`src/rtl/tx_chunk_framer.sv`:
```
// Frames one 16-bit TX chunk plus its type byte into a SYNC/TYPE/LO/HI byte stream for the UART TX.
// Define TX_CHUNK_FRAMER_CHECKSUM_EN to append an XOR checksum byte (type ^ lo ^ hi).
module tx_chunk_framer #(
  parameter logic [7:0] SYNC_BYTE        = 8'h7E,
  parameter int         FRAME_GAP_CYCLES = 0
) (
  input  logic        CLK,
  input  logic        reset,
  input  logic        chunk_request,
  input  logic [7:0]  chunk_type,
  input  logic [15:0] chunk_bytes,
  output logic        chunk_ack,
  output logic [7:0]  uart_tx_data,
  output logic        uart_tx_valid,
  input  logic        uart_tx_ready,
  output logic        busy
);

  typedef enum logic [3:0] {
    IDLE,
    SEND_SYNC,
    SEND_TYPE,
    SEND_LO,
    SEND_HI,
`ifdef TX_CHUNK_FRAMER_CHECKSUM_EN
    SEND_CSUM,
`endif
    ACK,
    WAIT_RELEASE,
    GAP
  } state_t;

  localparam logic [7:0] GAP_LOAD = (FRAME_GAP_CYCLES > 0) ? 8'(FRAME_GAP_CYCLES - 1) : 8'd0;

  state_t      state;
  logic [7:0]  type_q;
  logic [15:0] payload_q;
  logic [7:0]  gap_cnt;
  logic        xfer;

  assign xfer = uart_tx_valid && uart_tx_ready;

  // All outputs are registered and updated together with the state they belong to.
  always_ff @(posedge CLK) begin
    if (reset) begin
      state         <= IDLE;
      type_q        <= 8'd0;
      payload_q     <= 16'd0;
      gap_cnt       <= 8'd0;
      chunk_ack     <= 1'b0;
      uart_tx_data  <= 8'd0;
      uart_tx_valid <= 1'b0;
      busy          <= 1'b0;
    end else begin
      chunk_ack <= 1'b0;
      case (state)
        IDLE: begin
          if (chunk_request) begin
            type_q        <= chunk_type;
            payload_q     <= chunk_bytes;
            state         <= SEND_SYNC;
            uart_tx_data  <= SYNC_BYTE;
            uart_tx_valid <= 1'b1;
            busy          <= 1'b1;
          end
        end
        SEND_SYNC: begin
          if (xfer) begin
            state        <= SEND_TYPE;
            uart_tx_data <= type_q;
          end
        end
        SEND_TYPE: begin
          if (xfer) begin
            state        <= SEND_LO;
            uart_tx_data <= payload_q[7:0];
          end
        end
        SEND_LO: begin
          if (xfer) begin
            state        <= SEND_HI;
            uart_tx_data <= payload_q[15:8];
          end
        end
`ifdef TX_CHUNK_FRAMER_CHECKSUM_EN
        SEND_HI: begin
          if (xfer) begin
            state        <= SEND_CSUM;
            uart_tx_data <= type_q ^ payload_q[7:0] ^ payload_q[15:8];
          end
        end
        SEND_CSUM: begin
          if (xfer) begin
            state         <= ACK;
            uart_tx_data  <= 8'd0;
            uart_tx_valid <= 1'b0;
            chunk_ack     <= 1'b1;
          end
        end
`else
        SEND_HI: begin
          if (xfer) begin
            state         <= ACK;
            uart_tx_data  <= 8'd0;
            uart_tx_valid <= 1'b0;
            chunk_ack     <= 1'b1;
          end
        end
`endif
        ACK: begin
          state <= WAIT_RELEASE;
        end
        // A request still held from the acked frame must drop before anything new is framed.
        WAIT_RELEASE: begin
          if (!chunk_request) begin
            if (FRAME_GAP_CYCLES == 0) begin
              state <= IDLE;
              busy  <= 1'b0;
            end else begin
              state   <= GAP;
              gap_cnt <= GAP_LOAD;
            end
          end
        end
        GAP: begin
          if (gap_cnt == 8'd0) begin
            state <= IDLE;
            busy  <= 1'b0;
          end else begin
            gap_cnt <= gap_cnt - 8'd1;
          end
        end
        default: begin
          state         <= IDLE;
          uart_tx_valid <= 1'b0;
          busy          <= 1'b0;
        end
      endcase
    end
  end

endmodule

```
`config.mk`:
```
export PLATFORM = sky130hd
export DESIGN_NAME = tx_chunk_framer
export DESIGN_NICKNAME = d
export VERILOG_FILES = /design/src/rtl/tx_chunk_framer.sv
export SDC_FILE = /design/constraint.sdc
export NUM_CORES = 1
export LEC_CHECK = 0
export CAP_MARGIN = 20
export CORE_UTILIZATION = 43
export DETAILED_ROUTE_END_ITERATION = 6
export PLACE_DENSITY = 0.68
export SKIP_CTS_REPAIR_TIMING = 1
export SLEW_MARGIN = 20
export SYNTH_ARGS = -nofsm -noshare
export SYNTH_HDL_FRONTEND = slang
export SYNTH_SLANG_ARGS = --single-unit
```
`constraint.sdc`:
```
create_clock -name CLK -period 2.3 [get_ports CLK]
set_input_delay 0.575 -clock CLK [delete_from_list [all_inputs] [get_ports CLK]]
set_output_delay 0.575 -clock CLK [all_outputs]
set_load 0.02 [all_outputs]
```
==> summary.md, run 1 <==
| Metric | Value |
|---|---|
| CP max-delay cell | clkdlybuf4s50_1 |
| Minimum clock period | 1.91 ns |
| Slew HR | 62.2% |
| Later-pin clock latency in the skew report | 0.30 ns |
| Maximum capacitance violations | 0 |
| Final ANT Viol Nets | 0 |
| Mapped Nets | 269 |
| Die span in x | 70.3 µm |
| Worst ir drop on vdd | 0.322 mV |
| Share of the synthesized area in the top cell type | 45.9% |
| Total global-route track usage | 17.4% |
| Largest net degree at the start of global routing | 25 |
| WS Path Type | input port to register |
| CP Max Fanout | 6 |
| Global-route wire length before repair | 6.88 mm |
| Cells after Synth | 239 |
| Final #Nets | 307 |
| GR Overflow Total | 0 |
| H-Tree Depth | 2 |
| Reg2reg start | state[1] |
| F_max | 523 MHz |
| Fin Setup TNS | 0 ns |
| Crit start category | input port |
| Root buffer cell | clkbuf_8 |
| Critical path data arrival time | 2.16 ns |
| Warnings, synthesis | 0 |
| Worst reg2reg path depth | 4 |
| Multi-input logic area | 980 µm² |
| Seq cells post-synth | 46 |
| Syn_area_per_cell | 8.39 µm² |
| Longest Clk Path Bufs | 2 |
| Drt wl/cell | 12.6 µm |
| # setup viols final | 0 |
| Reg clk slew, reported paths | 0.09 ns |
| Setup crit end kind | register |
| Unrepaired setup endpoints after global routing | false |
| Mapped Area | 2000 µm² |
| Final WL | 4.16 mm |
| DRT Pass-1 Iters | 4 |
| CTS tree | done |
| Die H | 70.3 µm |
| Reg2Reg Setup Slack | 0.54 ns |
| End of the worst register-to-register path | uart_tx_data[4] |
| Placed cell area | 2440 µm² |
| Pwr dens | 648 nW/µm² |
| Final Hold Viols | 0 |
| Lkg Pwr | 0.926 nW |
| Area delta synth->final | 26.5% |
| # IOs | 39 |
| Diode count | 0 |
| Post-route DRC violation count | 0 |
| Routed vias/inst | 5.17 |
| Total die area | 4940 µm² |
| Initial DRC Count | 77 |
| Yosys top cell by area | dfxtp_1 |
| Initial core utilization | 45.4% |
| Sink Count | 46 |
| Required time of the critical path | 2.54 ns |
| Vias post-DR | 1707 |
| Std-Cell Rows | 24 |
| Num CTS Buffers | 5 |
| Status | finished, final reports clean |
| Sequential area share after synthesis | 45.9% |
| Fillers | 418 |
| Worst min path class | register to register |
| FF+latch area | 921 µm² |
| Hold WS | 0.458 ns |
| Initial antenna violation count | 0 |
| CP Cell Sequence | clkdlybuf4s50_1 > or3b_4 > a211oi_2 > a22o_1 |
| Core region area | 4410 µm² |
| Worst-Margin Slew | 0.562 ns |
| CP max stage delay | 0.50 ns |
| Clock skew | 0.00881 ns |
| Vias in the first global route | 1494 |
| Ratio of final minimum period to clock period | 83.2% |
| Yosys cell types | 40 |
| Min-delay src | type_q[1] |
| Largest cells by area after synthesis | dfxtp_1 46%, nand2_1 10%, a21oi_1 9.0%, nor2_1 3.9%, mux2i_1 3.0% |
| Routability Congestion | 0.787 |
| Share of layout cells above drive strength 1 | 8.99% |
| Final HPWL DP | 3.04 mm |
| Design Area, Final | 2540 µm² |
| PortBufs | 38 |
| Worst Hold Endpoint | type_q[1] |
| WHS Path Cells | 2 |
| Count of pins over their slew limit | 0 |
[critical path, delay by kind of cell]
| family | cells | cell delay (ns) |
|---|---|---|
| AND/OR/NAND/NOR | 1 | 0.43 |
| buffers and inverters | 1 | 0.50 |
| AO/OA/AOI/OAI | 2 | 0.65 |
[layer usage]
| metal | global-route usage, % | part of all wire (%) |
|---|---|---|
| met1 | 24.4 | 50 |
| met2 | 26.8 | 46 |
| met5 | 0 | 0 |
| met4 | 4.00 | 0.31 |
| met3 | 4.47 | 3.6 |
[power breakdown]
group | internal [mW] | switching [mW] | leakage (nW)
Combinational | 0.141 | 0.124 | 0.505
Clock | 0.219 | 0.283 | 0.0447
Sequential | 0.843 | 0.0338 | 0.377
Total | 1.20 | 0.441 | 0.926
[registers in the layout, summed over array words and instances (netlist names)]
name           count
busy               1
chunk_ack          1
gap_cnt            8
payload_q         16
state              3
type_q             8
uart_tx_data       8
uart_tx_valid      1
[layout by cell type, fill, tap and decap left out, drive strengths merged, types with 2 or more instances in the layout]
cell	synthesis	routed
nand3	2	2
mux2	3	3
nor3b	2	2
a31oi	2	2
or3	3	3
o211ai	3	3
inv	3	4
a211oi	2	2
dfxtp	46	46
o2bb2ai	2	2
clkbuf	4	5
clkdlybuf4s50	0	38
nand2b	2	2
and3	2	2
xor2	4	4
or3b	2	2
a21oi	36	36
a22oi	2	2
nand2	54	54
buf	11	8
nor3	6	6
nand4	2	2
nor2	22	22
nor4	2	2
ha	2	2
mux2i	6	6
a22o	6	6
[cells by family after synthesis]
| logic type | share of synthesized area [%] |
|---|---|
| buffers and inverters | 5.18 |
| muxes | 4.68 |
| and+or+nand+nor | 23.3 |
| adders and majority gates | 1.25 |
| AOI/OAI and AO/OA | 17.4 |
| DFF | 45.9 |
| xor gates and xnor gates | 2.18 |
[final cells by class]
class	count	share of cell area, %
clock inverter	3	0.987
clock buffer	5	2.71
timing repair buffer	46	18.4
sequential	46	36.3
inverter	3	0.444
multi-input combinational	175	38.6
tap	52	2.57
[Yosys cell counts]
cell and instances:
nand3_1 2, nand2_1 54, clkbuf_1 4, dfxtp_1 46
a2111oi_0 1, buf_2 5, nor3_1 5, and2_1 1
o2bb2ai_1 2, inv_1 3, a21oi_1 36, nor3_2 1
xor2_1 4, or3b_2 1, or4_1 1, xnor2_1 1
nor2b_1 1, or2_1 1, a31oi_1 2, and3_1 2
or3b_4 1, a22oi_1 2, buf_6 4, nor2_1 21
a211oi_1 1, o2111ai_1 1, a21boi_2 1, nor4_1 2
nor2_4 1, mux2i_1 6, mux2_2 3, nand2b_1 2
a22o_1 6, nand4_1 2, a211oi_2 1, nor3b_1 2
or3_1 3, buf_1 2, ha_1 2, o211ai_1 3
[worst max-delay path by stage]
| stage | start | end | slack (ns) | cells after the start |
|---|---|---|---|---|
| floorplan | chunk_request | payload_q[10] | 0.61 | 6 |
| global placement | chunk_request | uart_tx_data[1] | 0.11 | 4 |
| detailed placement | chunk_request | uart_tx_data[1] | 0.08 | 4 |
| CTS | uart_tx_valid | uart_tx_valid | 0.38 | 1 |
| global route | chunk_request | uart_tx_data[1] | 0.30 | 4 |
| finish | chunk_request | uart_tx_data[1] | 0.39 | 4 |
[through the flow]
step	utilization [%]	worst slack, ns	instances	total power, mW
3_5_place_dp	55.3	0.0793	322	1.16
5_1_grt	57.5	0.303	330	1.73
4_1_cts	57.5	0.379	330	1.66
6_report	57.5	0.387	330	1.64
3_3_place_gp	55.3	0.108	322	1.16
2_1_floorplan	-	0.615	239	1.04
Note: power is estimated with default switching activity, not from simulation.
==> inputs of run 2 (changes only) <==
==> constraint.sdc (replaced) <==
create_clock -name CLK -period 2 [get_ports CLK]
set_input_delay 0.5 -clock CLK [delete_from_list [all_inputs] [get_ports CLK]]
set_output_delay 0.5 -clock CLK [all_outputs]
set_load 0.02 [all_outputs]
==> run 2 against run 1 <==
Non-clock buffer count increased by 2. Power grew 14%. Global-route usage increased by 0.52 points. Largest cell class unchanged. Routed wire length rose by 0.70%. Largest power group unchanged.
==> summary.md, run 2 (synthesis gave the netlist of run 1 again) <==
| Metric | Value |
|---|---|
| Status | finished, final reports clean (unchanged) |
| Critical path data arrival time | 1.33 ns (was 2.16 ns) |
| Critical path launch point | uart_tx_valid (was chunk_request) |
| Cell depth of the worst setup path | 1 (was 4) |
| Initial antenna violation count | 0 (unchanged) |
| CP Max Fanout | 6 (unchanged) |
| GR Overflow Total | 0 (unchanged) |
| Area delta synth->final | 27.3% (was 26.5%) |
| Longest Clk Path Bufs | 2 (unchanged) |
| # setup viols final | 0 (unchanged) |
| Std-Cell Rows | 24 (unchanged) |
| Total die area | 4940 µm² (unchanged) |
| Later-pin clock latency in the skew report | 0.30 ns (about the same) |
| Routability Congestion | 0.762 (was 0.787) |
| DRT Pass-1 Iters | 4 (unchanged) |
| Final ANT Viol Nets | 0 (unchanged) |
| Initial core utilization | 45.4% (unchanged) |
| Unrepaired setup endpoints after global routing | false (unchanged) |
| Met3 Use GR | 3.03% (was 4.47%) |
| Diode count | 0 (unchanged) |
| Pwr Total | 1.87 mW (was 1.64 mW) |
| Global-route wire length before repair | 7.15 mm (was 6.88 mm) |
| Worst ir drop on vdd | 0.396 mV (was 0.322 mV) |
| Routed vias/inst | 5.16 (was 5.17) |
| Total global-route track usage | 17.9% (was 17.4%) |
| Final #Nets | 309 (was 307) |
| Num CTS Buffers | 5 (unchanged) |
| Most common library cell in the layout ignoring fill and taps | nand2_1 (unchanged) |
| WP buf/inv | 1 (unchanged) |
| PortBufs | 38 (unchanged) |
| Non-Filler Instances | 332 (was 330) |
| Vias post-DR | 1713 (was 1707) |
| Reg clk slew, reported paths | 0.09 ns (about the same) |
| End of the worst register-to-register path | gap_cnt[3] (was uart_tx_data[4]) |
| Share of layout cells above drive strength 1 | 10.0% (was 8.99%) |
| Required time of the critical path | 1.50 ns (was 2.54 ns) |
| Max reg flops | 16 (unchanged) |
| Drt wl/cell | 12.6 µm (about the same) |
| Min-delay src | payload_q[3] (was type_q[1]) |
| Lkg Pwr | 0.938 nW (was 0.926 nW) |
| Post-route DRC violation count | 0 (unchanged) |
| Sink Count | 46 (unchanged) |
| Ratio of final minimum period to clock period | 91.4% |
| Count of pins over their slew limit | 0 (unchanged) |
| Clock skew | 0.00723 ns (was 0.00881 ns) |
| Worst reg2reg path depth | 6 (was 4) |
| Top reg by flops | payload_q (unchanged) |
| CP Cell Sequence | clkdlybuf4s50_1 (was clkdlybuf4s50_1 > or3b_4 > a211oi_2 > a22o_1) |
| Worst min path class | register to register (unchanged) |
| GR Util met1 | 24.5% (was 24.4%) |
| CP Capture Point | uart_tx_valid (was uart_tx_data[1]) |
| CP max stage delay | 0.63 ns (was 0.50 ns) |
| Root buffer cell | clkbuf_8 (unchanged) |
| Most frequent cells in the layout | 54 x nand2_1, 46 x dfxtp_1, 38 x clkdlybuf4s50_1 (unchanged) |
| CP max-delay cell | clkdlybuf4s50_1 (unchanged) |
| Vias in the first global route | 1575 (was 1494) |
| F_max | 547 MHz |
| Final WL | 4.19 mm (was 4.16 mm) |
| Post-layout util | 57.8% (was 57.5%) |
| Met2 GRT Util | 28.9% (was 26.8%) |
| Design Area, Final | 2550 µm² (was 2540 µm²) |
| # IOs | 39 (unchanged) |
| Gr busiest metal | met2 (unchanged) |
| Core region area | 4410 µm² (unchanged) |
| Crit start category | register (was input port) |
| Reg2Reg Setup Slack | 0.33 ns (was 0.54 ns) |
| Crit path max-delay family | buffers and inverters (was compound AO/OA/AOI/OAI gates) |
| Minimum clock period | 1.83 ns |
| Reg2reg start | gap_cnt[0] (was state[1]) |
| Die span in x | 70.3 µm (unchanged) |
| # placed instances | 324 (was 322) |
| Slew HR | 65.4% (was 62.2%) |
| Maximum capacitance violations | 0 (unchanged) |
| Largest net degree at the start of global routing | 26 (was 25) |
| CTS tree | done (unchanged) |
| Placed cell area | 2460 µm² (was 2440 µm²) |
| Worst-Margin Slew | 0.516 ns (was 0.562 ns) |
| Hold WS | 0.459 ns (was 0.458 ns) |
| H-Tree Depth | 2 (unchanged) |
| Pwr dens | 735 nW/µm² (was 648 nW/µm²) |
| WS Path Type | register to primary output (was input port to register) |
| Die H | 70.3 µm (unchanged) |
| Final Hold Viols | 0 (unchanged) |
| Final HPWL DP | 2.96 mm (was 3.04 mm) |
| Setup crit end kind | primary output (was register) |
| Initial DRC Count | 101 (was 77) |
run 2: cell type report:
class | instances | area (µm²)
Inverter | 3 | 11.3
Tap cell | 52 | 65.1
Clock buffer | 5 | 68.8
Timing Repair Buffer | 48 | 480
Sequential cell | 46 | 921
Fill cell | 428 | 1860
Clock inverter | 3 | 21.3
Multi-Input combinational cell | 175 | 985
run 2: metrics by stage:
step / TNS (ns) / setup slack, ns
2_1_floorplan: 0 / 0.390
6_report: 0 / 0.171
5_1_grt: 0 / 0.0782
4_1_cts: 0 / 0.160
3_3_place_gp: -2.43 / -0.0869
3_5_place_dp: -3.14 / -0.117
run 2: metal layers:
| metal | up-vias | part of all wire (%) | wire length, µm |
|---|---|---|---|
| met5 | - | 0 | 0 |
| met4 | 0 | 0.64 | 27 |
| met3 | 2 | 3.4 | 142 |
| met2 | 39 | 45 | 1900 |
| met1 | 773 | 51 | 2120 |
| li1 | 899 | - | - |
run 2: worst min-delay path by stage:
stage,endpoint,cells after the start
after global placement,payload_q[13],2
after global routing,payload_q[3],2
after detailed placement,payload_q[12],2
after floorplan,payload_q[15],2
after CTS,payload_q[12],2
final,payload_q[3],2
run 2: power by group:
group	total [mW]	leakage, nW	switching (mW)	internal [mW]
sequential	1.00	0.377	0.0334	0.969
combinational	0.311	0.518	0.148	0.163
clock	0.561	0.0441	0.316	0.246
total	1.87	0.938	0.497	1.38
==> inputs of run 3 (changes only) <==
--- a/config.mk
+++ b/config.mk
@@ -9,7 +9,6 @@
 export CORE_UTILIZATION = 43
 export DETAILED_ROUTE_END_ITERATION = 6
 export PLACE_DENSITY = 0.68
-export SKIP_CTS_REPAIR_TIMING = 1
 export SLEW_MARGIN = 20
 export SYNTH_ARGS = -nofsm -noshare
 export SYNTH_HDL_FRONTEND = slang
==> results of run 3 <==
Same layout as run 2: the final DEF is identical, and so are final timing and power.
